<file path="src/rtl/note_sequencer.sv">
// ---------------------------------------------------------------------------
// note_sequencer
// Record-and-playback scheduler for keyboard note events. In REC it captures
// make/break events as {note, octave, duration-in-ticks} entries. In PLAY it
// replays them in order, one tempo tick of silence after each note.
//
// Ports:
//   clk, reset (async, active-high)
//   rec_en                      level, selects record mode from IDLE
//   key_valid/key_make          keyboard event strobe and press/release flag
//   key_note/key_octave         note code / octave of the event
//   play_start/play_stop        playback control pulses (stop wins)
//   play_note/play_octave       note currently being driven
//   play_active                 high while a note sounds
//   state                       00 IDLE, 01 REC, 10 PLAY
//   count/full                  stored entry count, count == DEPTH
//   done                        one-cycle pulse at end of playback
//
// Build option: define NOTE_SEQUENCER_LOOP_EN to repeat playback from entry 0
// instead of pulsing done after the last entry.
// ---------------------------------------------------------------------------
module note_sequencer #(
  parameter int DEPTH    = 16,
  parameter int TICK_DIV = 500000,
  parameter int DUR_W    = 8
) (
  input  logic                     clk,
  input  logic                     reset,
  input  logic                     rec_en,
  input  logic                     key_valid,
  input  logic                     key_make,
  input  logic [3:0]               key_note,
  input  logic [1:0]               key_octave,
  input  logic                     play_start,
  input  logic                     play_stop,
  output logic [3:0]               play_note,
  output logic [1:0]               play_octave,
  output logic                     play_active,
  output logic [1:0]               state,
  output logic [$clog2(DEPTH):0]   count,
  output logic                     full,
  output logic                     done
);

  localparam int IDX_W  = $clog2(DEPTH);
  localparam int CNT_W  = IDX_W + 1;
  localparam int TICK_W = (TICK_DIV > 1) ? $clog2(TICK_DIV) : 1;

  typedef enum logic [1:0] {
    ST_IDLE = 2'b00,
    ST_REC  = 2'b01,
    ST_PLAY = 2'b10
  } state_t;

  typedef struct packed {
    logic [3:0]       note;
    logic [1:0]       octave;
    logic [DUR_W-1:0] dur;
  } entry_t;

  state_t             state_q, state_d;
  logic [TICK_W-1:0]  tick_q, tick_d;
  logic [CNT_W-1:0]   count_q, count_d;
  logic               full_q, full_d;
  logic               done_q, done_d;
  logic [3:0]         play_note_q, play_note_d;
  logic [1:0]         play_octave_q, play_octave_d;
  logic               play_active_q, play_active_d;
  logic               held_q, held_d;
  logic [3:0]         hold_note_q, hold_note_d;
  logic [1:0]         hold_oct_q, hold_oct_d;
  logic [DUR_W-1:0]   hold_dur_q, hold_dur_d;
  logic [IDX_W-1:0]   idx_q, idx_d;
  logic [DUR_W-1:0]   rem_q, rem_d;
  logic               gap_q, gap_d;
  entry_t             mem_q [DEPTH];
  entry_t             mem_d [DEPTH];

  logic               tick_wrap;
  logic [CNT_W-1:0]   cnt;
  logic [CNT_W-1:0]   nxt;
  logic               started;
  logic               load;
  entry_t             ent;

  assign tick_wrap = (tick_q == TICK_W'(TICK_DIV - 1));

  always_comb begin
    state_d       = state_q;
    tick_d        = tick_wrap ? '0 : tick_q + TICK_W'(1);
    count_d       = count_q;
    full_d        = full_q;
    done_d        = 1'b0;
    play_note_d   = play_note_q;
    play_octave_d = play_octave_q;
    play_active_d = play_active_q;
    held_d        = held_q;
    hold_note_d   = hold_note_q;
    hold_oct_d    = hold_oct_q;
    hold_dur_d    = hold_dur_q;
    idx_d         = idx_q;
    rem_d         = rem_q;
    gap_d         = gap_q;
    mem_d         = mem_q;
    cnt           = count_q;
    nxt           = {1'b0, idx_q} + CNT_W'(1);
    started       = 1'b0;
    load          = 1'b0;
    ent           = mem_q[0];

    case (state_q)
      ST_IDLE: begin
        tick_d        = '0;
        play_active_d = 1'b0;
        if (rec_en) begin
          state_d = ST_REC;
          count_d = '0;
          full_d  = 1'b0;
          held_d  = 1'b0;
        end else if (play_start && !play_stop) begin
          if (count_q != '0) begin
            state_d = ST_PLAY;
            idx_d   = '0;
            load    = 1'b1;
          end else begin
            done_d = 1'b1;
          end
        end
      end

      ST_REC: begin
        if (held_q && tick_wrap && hold_dur_q != '1)
          hold_dur_d = hold_dur_q + DUR_W'(1);
        if (key_valid && !full_q) begin
          if (key_make) begin
            // A new press while holding closes the old note first.
            if (held_q) begin
              mem_d[cnt[IDX_W-1:0]] = {hold_note_q, hold_oct_q, hold_dur_q};
              cnt = cnt + CNT_W'(1);
            end
            started     = 1'b1;
            held_d      = 1'b1;
            hold_note_d = key_note;
            hold_oct_d  = key_octave;
            hold_dur_d  = DUR_W'(1);
            tick_d      = '0;
          end else if (held_q && key_note == hold_note_q && key_octave == hold_oct_q) begin
            mem_d[cnt[IDX_W-1:0]] = {hold_note_q, hold_oct_q, hold_dur_q};
            cnt    = cnt + CNT_W'(1);
            held_d = 1'b0;
          end
        end
        // Leaving REC flushes a still-held note with the duration it has so
        // far, matching what a break in this cycle would have stored.
        if (!rec_en) begin
          if (held_d && cnt != CNT_W'(DEPTH)) begin
            mem_d[cnt[IDX_W-1:0]] = {hold_note_d, hold_oct_d,
                                     started ? DUR_W'(1) : hold_dur_q};
            cnt = cnt + CNT_W'(1);
          end
          held_d  = 1'b0;
          state_d = ST_IDLE;
          tick_d  = '0;
        end
        count_d = cnt;
        full_d  = (cnt == CNT_W'(DEPTH));
      end

      ST_PLAY: begin
        if (play_stop) begin
          state_d       = ST_IDLE;
          play_active_d = 1'b0;
          tick_d        = '0;
        end else if (tick_wrap) begin
          if (!gap_q) begin
            if (rem_q <= DUR_W'(1)) begin
              gap_d         = 1'b1;
              play_active_d = 1'b0;
            end else begin
              rem_d = rem_q - DUR_W'(1);
            end
          end else if (nxt == count_q) begin
`ifdef NOTE_SEQUENCER_LOOP_EN
            idx_d = '0;
            load  = 1'b1;
`else
            state_d = ST_IDLE;
            done_d  = 1'b1;
`endif
          end else begin
            idx_d = nxt[IDX_W-1:0];
            load  = 1'b1;
          end
        end
      end

      default: state_d = ST_IDLE;
    endcase

    if (load) begin
      ent           = mem_q[idx_d];
      play_note_d   = ent.note;
      play_octave_d = ent.octave;
      rem_d         = ent.dur;
      gap_d         = 1'b0;
      play_active_d = 1'b1;
      tick_d        = '0;
    end
  end

  always_ff @(posedge clk or posedge reset) begin
    if (reset) begin
      state_q       <= ST_IDLE;
      tick_q        <= '0;
      count_q       <= '0;
      full_q        <= 1'b0;
      done_q        <= 1'b0;
      play_note_q   <= '0;
      play_octave_q <= '0;
      play_active_q <= 1'b0;
      held_q        <= 1'b0;
      hold_note_q   <= '0;
      hold_oct_q    <= '0;
      hold_dur_q    <= '0;
      idx_q         <= '0;
      rem_q         <= '0;
      gap_q         <= 1'b0;
    end else begin
      state_q       <= state_d;
      tick_q        <= tick_d;
      count_q       <= count_d;
      full_q        <= full_d;
      done_q        <= done_d;
      play_note_q   <= play_note_d;
      play_octave_q <= play_octave_d;
      play_active_q <= play_active_d;
      held_q        <= held_d;
      hold_note_q   <= hold_note_d;
      hold_oct_q    <= hold_oct_d;
      hold_dur_q    <= hold_dur_d;
      idx_q         <= idx_d;
      rem_q         <= rem_d;
      gap_q         <= gap_d;
    end
  end

  // Entry storage is not reset; count alone defines which entries are valid.
  always_ff @(posedge clk) begin
    mem_q <= mem_d;
  end

  assign play_note   = play_note_q;
  assign play_octave = play_octave_q;
  assign play_active = play_active_q;
  assign state       = state_q;
  assign count       = count_q;
  assign full        = full_q;
  assign done        = done_q;

endmodule

</file>
<file path="config.mk">
export PLATFORM = sky130hd
export DESIGN_NAME = note_sequencer
export DESIGN_NICKNAME = d
export VERILOG_FILES = /design/src/rtl/note_sequencer.sv
export SDC_FILE = /design/constraint.sdc
export NUM_CORES = 1
export LEC_CHECK = 0
export CAP_MARGIN = 10
export CORE_ASPECT_RATIO = 2
export CORE_MARGIN = 5
export CORE_UTILIZATION = 47
export CTS_CLUSTER_DIAMETER = 150
export DETAILED_ROUTE_END_ITERATION = 10
export PLACE_DENSITY = 0.67
export SYNTH_ARGS = -nofsm -noshare
export SYNTH_HDL_FRONTEND = slang
export SYNTH_SLANG_ARGS = --single-unit
</file>
<file path="constraint.sdc">
create_clock -name clk -period 9.08 [get_ports clk]
set_clock_uncertainty 0.05 [all_clocks]
set_input_delay 1.362 -clock clk [delete_from_list [all_inputs] [get_ports clk]]
set_output_delay 1.362 -clock clk [all_outputs]
set_load 0.005 [all_outputs]
</file>
==> impl_metrics.py <==
metrics = {
    "logic_synthesis": {
        "postSynthAreaPerCell_um2": 8.62,
        "yosysUniqueCellTypes": 76,
        "ys_seq_area_frac": 0.445,
        "synth_edf_count": 224,
        "async_reset_ff_frac": 0.220,
        "yosys.area.top_type": "edfxtp_1",
        "ys_warn_count": 0,
        "synthCells": 2162,
        "syn_nets": 2188,
        "yosys-top-cells-area": "edfxtp_1, nand2_1, dfrtp_1, a21oi_1, mux2i_1",
        "netlist.area_leader.share": 0.361,
        "synth_flop_cell": "edfxtp_1",
        "ys_seq_elements": 287,
        "syn_area_um2": 18600,
    },
    "clocking": {
        "cts_tree": "done",
        "clkTransAtPathRegs_ns": 0.07,
        "root_buffer": "clkbuf_16",
        "ctsLongestPathBuffers": 3,
        "cts_hold_buffers": 0,
        "post_cts_resized": 0,
        "clk-insertion-delay-late_ns": 0.59,
        "cts_setup_buffers": 0,
        "htreeDepth": 1,
        "cts.sinks": 287,
        "cts_buffers": 28,
    },
    "timing": {
        "max_freq_mhz": 186,
        "rsz0062_at_grt": "false",
        "period_minus_slack_ns": 5.37,
        "worst_slew_pin_slew_ns": 1.27,
        "finalCritPeriodShare": 0.591,
        "finalHoldViolCount": 0,
        "drv_slew": 0,
        "slew-limit-headroom": 0.156,
        "finalSetupViolations": 0,
        "setup_ws_ns": 3.71,
        "setup_tns_ns": 0,
    },
    "power": {
        "power_density_nw_per_um2": 203,
        "p_leak_uw": 0.00760,
        "vdd_drop_max_v": 0.000125,
    },
    "finish": {
        "layout-area-overhead-vs-synth_pct": 8.16,
        "layout_common_cells": "nand2_1, nor2_1, a21oi_1, edfxtp_1, o21ai_0",
        "insertedDiodeCount": 0,
        "seqCellArea_um2": 8300,
        "final_cells": 2640,
        "final_common_cell": "nand2_1",
        "drive_gt1_frac": 0.0686,
        "fillers": 3738,
        "fin_area_um2": 20200,
        "layout.nets": 2119,
        "multi_input_area_um2": 9510,
        "utilization": 0.511,
    },
    "grt": {
        "track_usage": 0.340,
        "antenna_found_initial": 0,
        "grt_max_degree": 110,
        "grt_pass1_vias": 16900,
        "grt_pass1_wl_um": 111000,
        "grt-ovfl-total": 0,
    },
    "setup_path": {
        "regToRegSetupSlack_ns": 3.88,
        "crit_required_ns": 9.48,
        "start_kind": "input port",
        "critPathArrivalTime_ns": 5.77,
        "crit_type": "in2reg",
        "end_kind": "register",
        "cp_max_fo": 25,
    },
    "drt": {
        "drc_errors": 0,
        "avgViaCountPerCell": 6.64,
        "ant_nets": 0,
        "via_count": 17500,
        "first_pass_iters": 6,
        "routed_wl_um": 75900,
        "routedWlPerCell_um": 28.7,
        "drt_iter0_markers": 2712,
    },
    "floorplan": {
        "io_pins": 29,
        "dieArea_um2": 44000,
        "fp.coreArea_um2": 39400,
        "rows": 103,
        "die_w_um": 151,
        "die_h_um": 292,
        "initial_core_util": 0.473,
    },
    "place": {
        "post-place-ws_ns": 3.25,
        "io_buffers": 28,
        "place.gp.congestion": 1.02,
        "place_hpwl_um": 50900,
        "placed_cells": 2588,
        "place_area_um2": 19200,
    },
    "run": {
        "drv_cap": 0,
    },
    "outcome": {
        "outcome": "complete, no violations",
    },
    "worst_hold_path": {
        "hold_class": "reg2reg",
    },
}
## layout make-up
cell class,count,share of cell area
clock inverters,17,0.0110
multi-input cells,1678,0.471
clock buffers,35,0.0376
well taps,525,0.0326
inverters,25,0.00515
flip-flops and latches,287,0.412
repair buffers,73,0.0306
## cells by family after synthesis
kind of cell,after synthesis,synth area share
mux,124,0.0681
fa+ha+maj,13,0.00872
simple gates,908,0.212
buf+inv,197,0.0466
flops,287,0.445
compound gates,591,0.200
xor+xnor,42,0.0197
## cells in the mapped netlist, types with 23 or more instances
cell type    n
a311oi_1    35
clkbuf_1   115
xor2_1      29
nand3_1     38
nor2_1     266
a32oi_1     25
edfxtp_1   224
a22oi_1     76
o21ai_0    134
a21oi_1    226
buf_2       34
a31oi_1     23
and2_1      27
nand2_1    431
dfrtp_1     63
and3_1      61
mux2i_1    110
## through the flow
step	hold slack (ns)	power, uW
floorplan	0.403	2410
global placement	0.430	2770
detailed placement	0.459	2780
CTS	0.470	4060
global route	0.478	4230
finish	0.461	4100
## report_power, final
group          switching [uW]  leakage (uW)  internal, uW
Clock                     569      0.000484           736
Sequential                130       0.00277          1550
Combinational             747       0.00435           364
## layer usage
layer,vias to the layer above,wire (um),global-route usage
met5,-,0,0
met4,0,8700,0.301
met3,368,7320,0.0548
met2,1212,35100,0.540
met1,8276,24700,0.388
li1,7679,-,-
## critical path, cell delays in order
cell and delay (ns):
clkdlybuf4s50_1 0.48, nor2b_4 0.58, nand2_1 0.26, nor2_1 0.59, xnor2_1 0.32, inv_1 0.19, ha_1 0.19, and2_1 0.23
nand3_1 0.79, o22ai_1 0.56, a22o_1 0.20
## flip-flops by register name, indices dropped and copies added (netlist names)
signal / flops
gap_q: 1
hold_oct_q: 2
idx_q: 4
count: 5
done: 1
tick_q: 19
play_note: 4
play_octave: 2
play_active: 1
hold_note_q: 4
state: 2
full: 1
held_q: 1
rem_q: 8
mem_q: 224
hold_dur_q: 8
## worst paths after layout
check,start,end,cells after the start
setup reg to reg,hold_note_q[3],mem_q[61],11
setup / recovery,key_valid,mem_q[61],11
max in group asynchronous,reset,idx_q[3],3
hold / removal,tick_q[0],tick_q[0],1
hold reg to reg,tick_q[0],tick_q[0],1
min in group asynchronous,reset,play_note[0],3
No activity file was read; power rests on OpenSTA's default activity.
